### src/rtl/ddr_io_bus.sv
// rtl/ddr_io_bus.sv - DDR pad interface: output serializer with matched tristate, input deserializer with bit-slip pairing
module ddr_io_bus #(
    parameter int WIDTH   = 8,
    parameter int OUT_LAT = 2,
    parameter int IN_LAT  = 2
) (
    input  logic             SCLK,
    input  logic             RST,
    input  logic [WIDTH-1:0] D0,
    input  logic [WIDTH-1:0] D1,
    input  logic             T,
    output logic [WIDTH-1:0] Q,
    output logic             TQ,
    input  logic [WIDTH-1:0] D,
    input  logic             BSLIP,
    output logic [WIDTH-1:0] Q0,
    output logic [WIDTH-1:0] Q1,
    output logic             VALID,
    output logic             SLIP
);

    localparam logic [2:0] FILL_DONE = 3'(IN_LAT + 1);

    // Stage 0 is the sampling flop; the last stage changes OUT_LAT edges after sampling.
    logic [OUT_LAT:0][WIDTH-1:0] d0_pipe;
    logic [OUT_LAT:0][WIDTH-1:0] d1_pipe;
    logic [OUT_LAT:0]            oe_pipe;
    logic [WIDTH-1:0]            d1_fall;

    logic [WIDTH-1:0]            rise_smp;
    logic [WIDTH-1:0]            fall_smp;
    logic [WIDTH-1:0]            fall_prev;
    logic [WIDTH-1:0]            pair0;
    logic [WIDTH-1:0]            pair1;
    logic [IN_LAT-1:0][WIDTH-1:0] q0_pipe;
    logic [IN_LAT-1:0][WIDTH-1:0] q1_pipe;
    logic [2:0]                  fill;

    always_ff @(posedge SCLK or negedge RST) begin
        if (!RST) begin
            d0_pipe <= '0;
            d1_pipe <= '0;
            oe_pipe <= '0;
        end else begin
            d0_pipe[0] <= D0;
            d1_pipe[0] <= D1;
            oe_pipe[0] <= ~T;
            for (int i = 1; i <= OUT_LAT; i++) begin
                d0_pipe[i] <= d0_pipe[i-1];
                d1_pipe[i] <= d1_pipe[i-1];
                oe_pipe[i] <= oe_pipe[i-1];
            end
        end
    end

    // Low-phase data is relaunched from the falling edge so the pad mux only ever
    // switches between two stable registers.
    always_ff @(negedge SCLK or negedge RST) begin
        if (!RST) begin
            d1_fall <= '0;
        end else begin
            d1_fall <= d1_pipe[OUT_LAT];
        end
    end

    assign Q  = SCLK ? d0_pipe[OUT_LAT] : d1_fall;
    // Enable is carried inverted so an all-zero reset state means lanes released.
    assign TQ = ~oe_pipe[OUT_LAT];

    always_ff @(posedge SCLK or negedge RST) begin
        if (!RST) begin
            rise_smp  <= '0;
            fall_prev <= '0;
        end else begin
            rise_smp  <= D;
            fall_prev <= fall_smp;
        end
    end

    always_ff @(negedge SCLK or negedge RST) begin
        if (!RST) begin
            fall_smp <= '0;
        end else begin
            fall_smp <= D;
        end
    end

    // Slipped pairing takes the falling sample that preceded the rising sample.
    always_comb begin
        pair0 = rise_smp;
        pair1 = fall_smp;
        if (SLIP) begin
            pair0 = fall_prev;
            pair1 = rise_smp;
        end
    end

    always_ff @(posedge SCLK or negedge RST) begin
        if (!RST) begin
            q0_pipe <= '0;
            q1_pipe <= '0;
        end else begin
            q0_pipe[0] <= pair0;
            q1_pipe[0] <= pair1;
            for (int i = 1; i < IN_LAT; i++) begin
                q0_pipe[i] <= q0_pipe[i-1];
                q1_pipe[i] <= q1_pipe[i-1];
            end
        end
    end

    assign Q0 = q0_pipe[IN_LAT-1];
    assign Q1 = q1_pipe[IN_LAT-1];

    always_ff @(posedge SCLK or negedge RST) begin
        if (!RST) begin
            SLIP <= 1'b0;
            fill <= '0;
        end else if (BSLIP) begin
            SLIP <= ~SLIP;
            fill <= '0;
        end else if (fill != FILL_DONE) begin
            fill <= fill + 3'd1;
        end
    end

    assign VALID = (fill == FILL_DONE);

endmodule
### config.mk
export PLATFORM = sky130hd
export DESIGN_NAME = ddr_io_bus
export DESIGN_NICKNAME = d
export VERILOG_FILES = /design/src/rtl/ddr_io_bus.sv
export SDC_FILE = /design/constraint.sdc
export NUM_CORES = 1
export LEC_CHECK = 0
export ABC_AREA = 1
export CORE_MARGIN = 5
export CORE_UTILIZATION = 52
export CTS_CLUSTER_DIAMETER = 30
export CTS_CLUSTER_SIZE = 8
export DETAILED_ROUTE_END_ITERATION = 10
export PLACE_DENSITY = 0.77
export SLEW_MARGIN = 20
export SYNTH_ARGS = -nofsm -noshare
export SYNTH_HDL_FRONTEND = slang
export SYNTH_SLANG_ARGS = --single-unit
### constraint.sdc
create_clock -name SCLK -period 1.4 [get_ports SCLK]
set_clock_uncertainty 0.15 [all_clocks]
set_input_delay 0.28 -clock SCLK [delete_from_list [all_inputs] [get_ports SCLK]]
set_output_delay 0.28 -clock SCLK [all_outputs]
set_load 0.01 [all_outputs]
### Word level (Yosys, flattened, before mapping)

Index checks and enable logic that the tools add are counted.
Widths: inputs -> output; s select.

* output and inout bits: 27
* logic and storage cells: 29
* register bits: 119

* add/subtract/negate cells: 1
* multiplexer cells: 5
* equality and inequality tests: 2
* bitwise logic cells: 3
* reduce and logical (&&, ||, !) cells: 1

Operators by type and width (count)
* $mux 8: 3
* $mux 3: 2
* $add 3x1->3 const B: 1
* $eq 3x2->1 const B: 1
* $ne 3x2->1 const B: 1
* $not 1->1: 3
* $reduce_bool 2->1: 1

### Logic depth before layout (Yosys ltp)

* depth in word-level cells: 3
* gate-level depth with buffers: 5
* mapped depth without buffers: 5

==> results.py <==
metrics = {
    "setup_path": {
        "crit_required_ns": 0.97,
        "crit_type": "reg -> out",
        "critPathLaunchType": "flip-flop",
        "end_kind": "output port",
        "crit_fanout": 1,
        "cp.arrival_ns": 1.94,
    },
    "placed_design": {
        "post-place-ws_ns": -0.789,
        "place_congestion": 0.693,
        "place_area_um2": 4220,
        "dp_hpwl_mm": 3.08,
        "numPortBuffers": 54,
    },
    "yosys": {
        "syn_avg_cell_area_um2": 15.7,
        "synth_area_leader_cell": "dfrtp_1",
        "synth_nets": 261,
        "synthTopCellsByArea": "dfrtp_1 71%, dfrtn_1 11%, o21ai_2 3.4%",
        "yosysSeqAreaShare": 0.822,
        "synth_top_area_share": 0.712,
        "yosysUniqueCellTypes": 13,
        "synth-seq-cells": 119,
        "synth_cells": 231,
        "synth.cell_area_um2": 3620,
        "yosys_warnings": 0,
    },
    "cts": {
        "worstSkewPairLatency_ns": 0.60,
        "cts_tree": "yes",
        "clkSlewWorstSetupHoldPaths_ns": 0.06,
    },
    "floorplan": {
        "coreArea_um2": 6790,
        "die_h_um": 93.5,
        "dieArea_um2": 8730,
        "rows": 30,
        "io_pins": 55,
        "start_util": 0.533,
        "die_w_um": 93.5,
    },
    "grt": {
        "antenna_found_initial": 0,
        "grt_pass1_wl_mm": 10.7,
        "grt_util_all_layers": 0.174,
        "grt_max_degree": 35,
        "grt-ovfl-total": 0,
        "grt_pass1_vias": 2284,
    },
    "sta": {
        "rsz0062_at_grt": "true",
        "drv_slew": 0,
        "worstMarginPinSlew_ns": 0.423,
        "finalSetupViolations": 61,
        "hold_viol_final": 0,
        "relSlewSlack": 0.718,
        "layout_setup_ws_ns": -0.973,
    },
    "drt": {
        "via_per_inst": 4.39,
        "ant_nets": 0,
        "drtIter0Drc": 76,
        "drc": 0,
        "dr.pass1.iters": 4,
        "wire_per_inst_um": 14.2,
        "vias": 1945,
        "routed_wl_mm": 6.30,
    },
    "final_layout": {
        "fin_area_um2": 5220,
        "fill_cells": 403,
        "area_delta_synth_final_pct": 44.2,
        "final_cell_mix": "103 x dfrtp_1, 30 x nand2_1, 26 x dlygate4sd3_1, 26 x clkdlybuf4s50_1, 23 x inv_1",
        "final_common_cell": "dfrtp_1",
        "drive_above_1_share": 0.334,
        "n_antenna_cell": 0,
        "layout.nets": 363,
    },
    "run_status": {
        "status": "finished, violations left",
        "violations": "negative setup slack",
    },
    "flow_run": {
        "maxCapViolations": 0,
    },
    "power_and_ir_drop": {
        "powerDensity_nw_per_um2": 2170,
        "irDropWorstVdd_v": 0.00134,
        "p_leak_nw": 2.51,
    },
    "worst_hold_path": {
        "hold_class": "in -> async",
    },
}
[state kept, by name, indices dropped and copies added, names as in the netlist, 8 cells and up]
signal and cells:
d1_fall 8, Q0 8, d1_pipe 24, fall_prev 8
q0_pipe 8, d0_pipe 24, fall_smp 8, rise_smp 8
Q1 8, q1_pipe 8
[report_power, final]
| part | leakage [nW] | total [mW] | switching [mW] | internal (mW) |
|---|---|---|---|---|
| combinational | 0.663 | 1.18 | 0.640 | 0.543 |
| clock | 0.443 | 6.02 | 2.13 | 3.89 |
| sequential | 1.40 | 4.15 | 0.173 | 3.98 |
[metal layers]
layer | track usage | vias up | wire length (um)
li1 | - | 903 | -
met1 | 0.182 | 966 | 2340
met4 | 0.125 | 0 | 199
met3 | 0.0901 | 21 | 351
met5 | 0 | - | 0
met2 | 0.267 | 55 | 3410
[path summary, 6_finish.rpt]
check | startpoint | to | slack, ns | cells after the start
setup / recovery | d1_fall[2] | Q[2] | -0.97 | 3
hold / removal | RST | d0_pipe[2] | 0.03 | 3
setup reg to reg | fall_smp[3] | q1_pipe[3] | -0.09 | 2
hold reg to reg | q1_pipe[7] | Q1[7] | 0.20 | 0
max in group asynchronous | RST | fall_smp[0] | 0.21 | 3
min in group SCLK | q1_pipe[7] | Q1[7] | 0.20 | 0
[metrics by stage]
step / hold WS [ns] / utilization / setup TNS, ns / total power [mW] / cells
4_1_cts: 0.0193 / 0.760 / -11.42 / 11.4 / 438
3_3_place_gp: 0.101 / 0.621 / -9.14 / 6.03 / 370
2_1_floorplan: -0.166 / - / -2.45 / 5.59 / 231
3_5_place_dp: 0.104 / 0.621 / -9.67 / 6.09 / 370
5_1_grt: 0.0337 / 0.769 / -12.36 / 11.9 / 443
6_report: 0.0331 / 0.769 / -10.44 / 11.4 / 443
[worst max-delay path, stage by stage (launching register included)]
cell and delay, ns:
dfrtn_1 0.39, inv_1 0.05, o21ai_2 0.13, buf_6 0.13
[repair_timing]
action,in CTS,in global routing
hold buffers,26,0
hold endpoints to repair,128,0
endpoints found under the setup margin,61,62
buffers inserted,1,5
gates resized for setup,119,9
pin swaps,1,0
[logic make-up after synthesis]
| group | share of synthesized area |
|---|---|
| simple gates | 0.0363 |
| compound gates | 0.0477 |
| fa+ha+maj | 0.00691 |
| flops | 0.822 |
| buf+inv | 0.0846 |
| xor+xnor | 0.00242 |
[cells in the mapped netlist]
master,n
nand3_1,3
buf_12,2
ha_1,2
o21ai_0,10
xor2_1,1
nand2_1,30
buf_4,16
inv_1,30
dfrtp_1,103
dfrtn_1,16
buf_6,3
o21ai_2,14
nor2_1,1
[final cells by class]
cell class / instances / area, um^2 / share of cell area
flip-flops and latches: 119 / 2980 / 0.570
repair buffers: 88 / 800 / 0.153
clock buffers: 36 / 653 / 0.125
multi-input cells: 61 / 390 / 0.0747
clock inverters: 13 / 169 / 0.0323
well taps: 96 / 120 / 0.0230
inverters: 30 / 113 / 0.0216
Note: power is estimated with default switching activity, not from simulation.
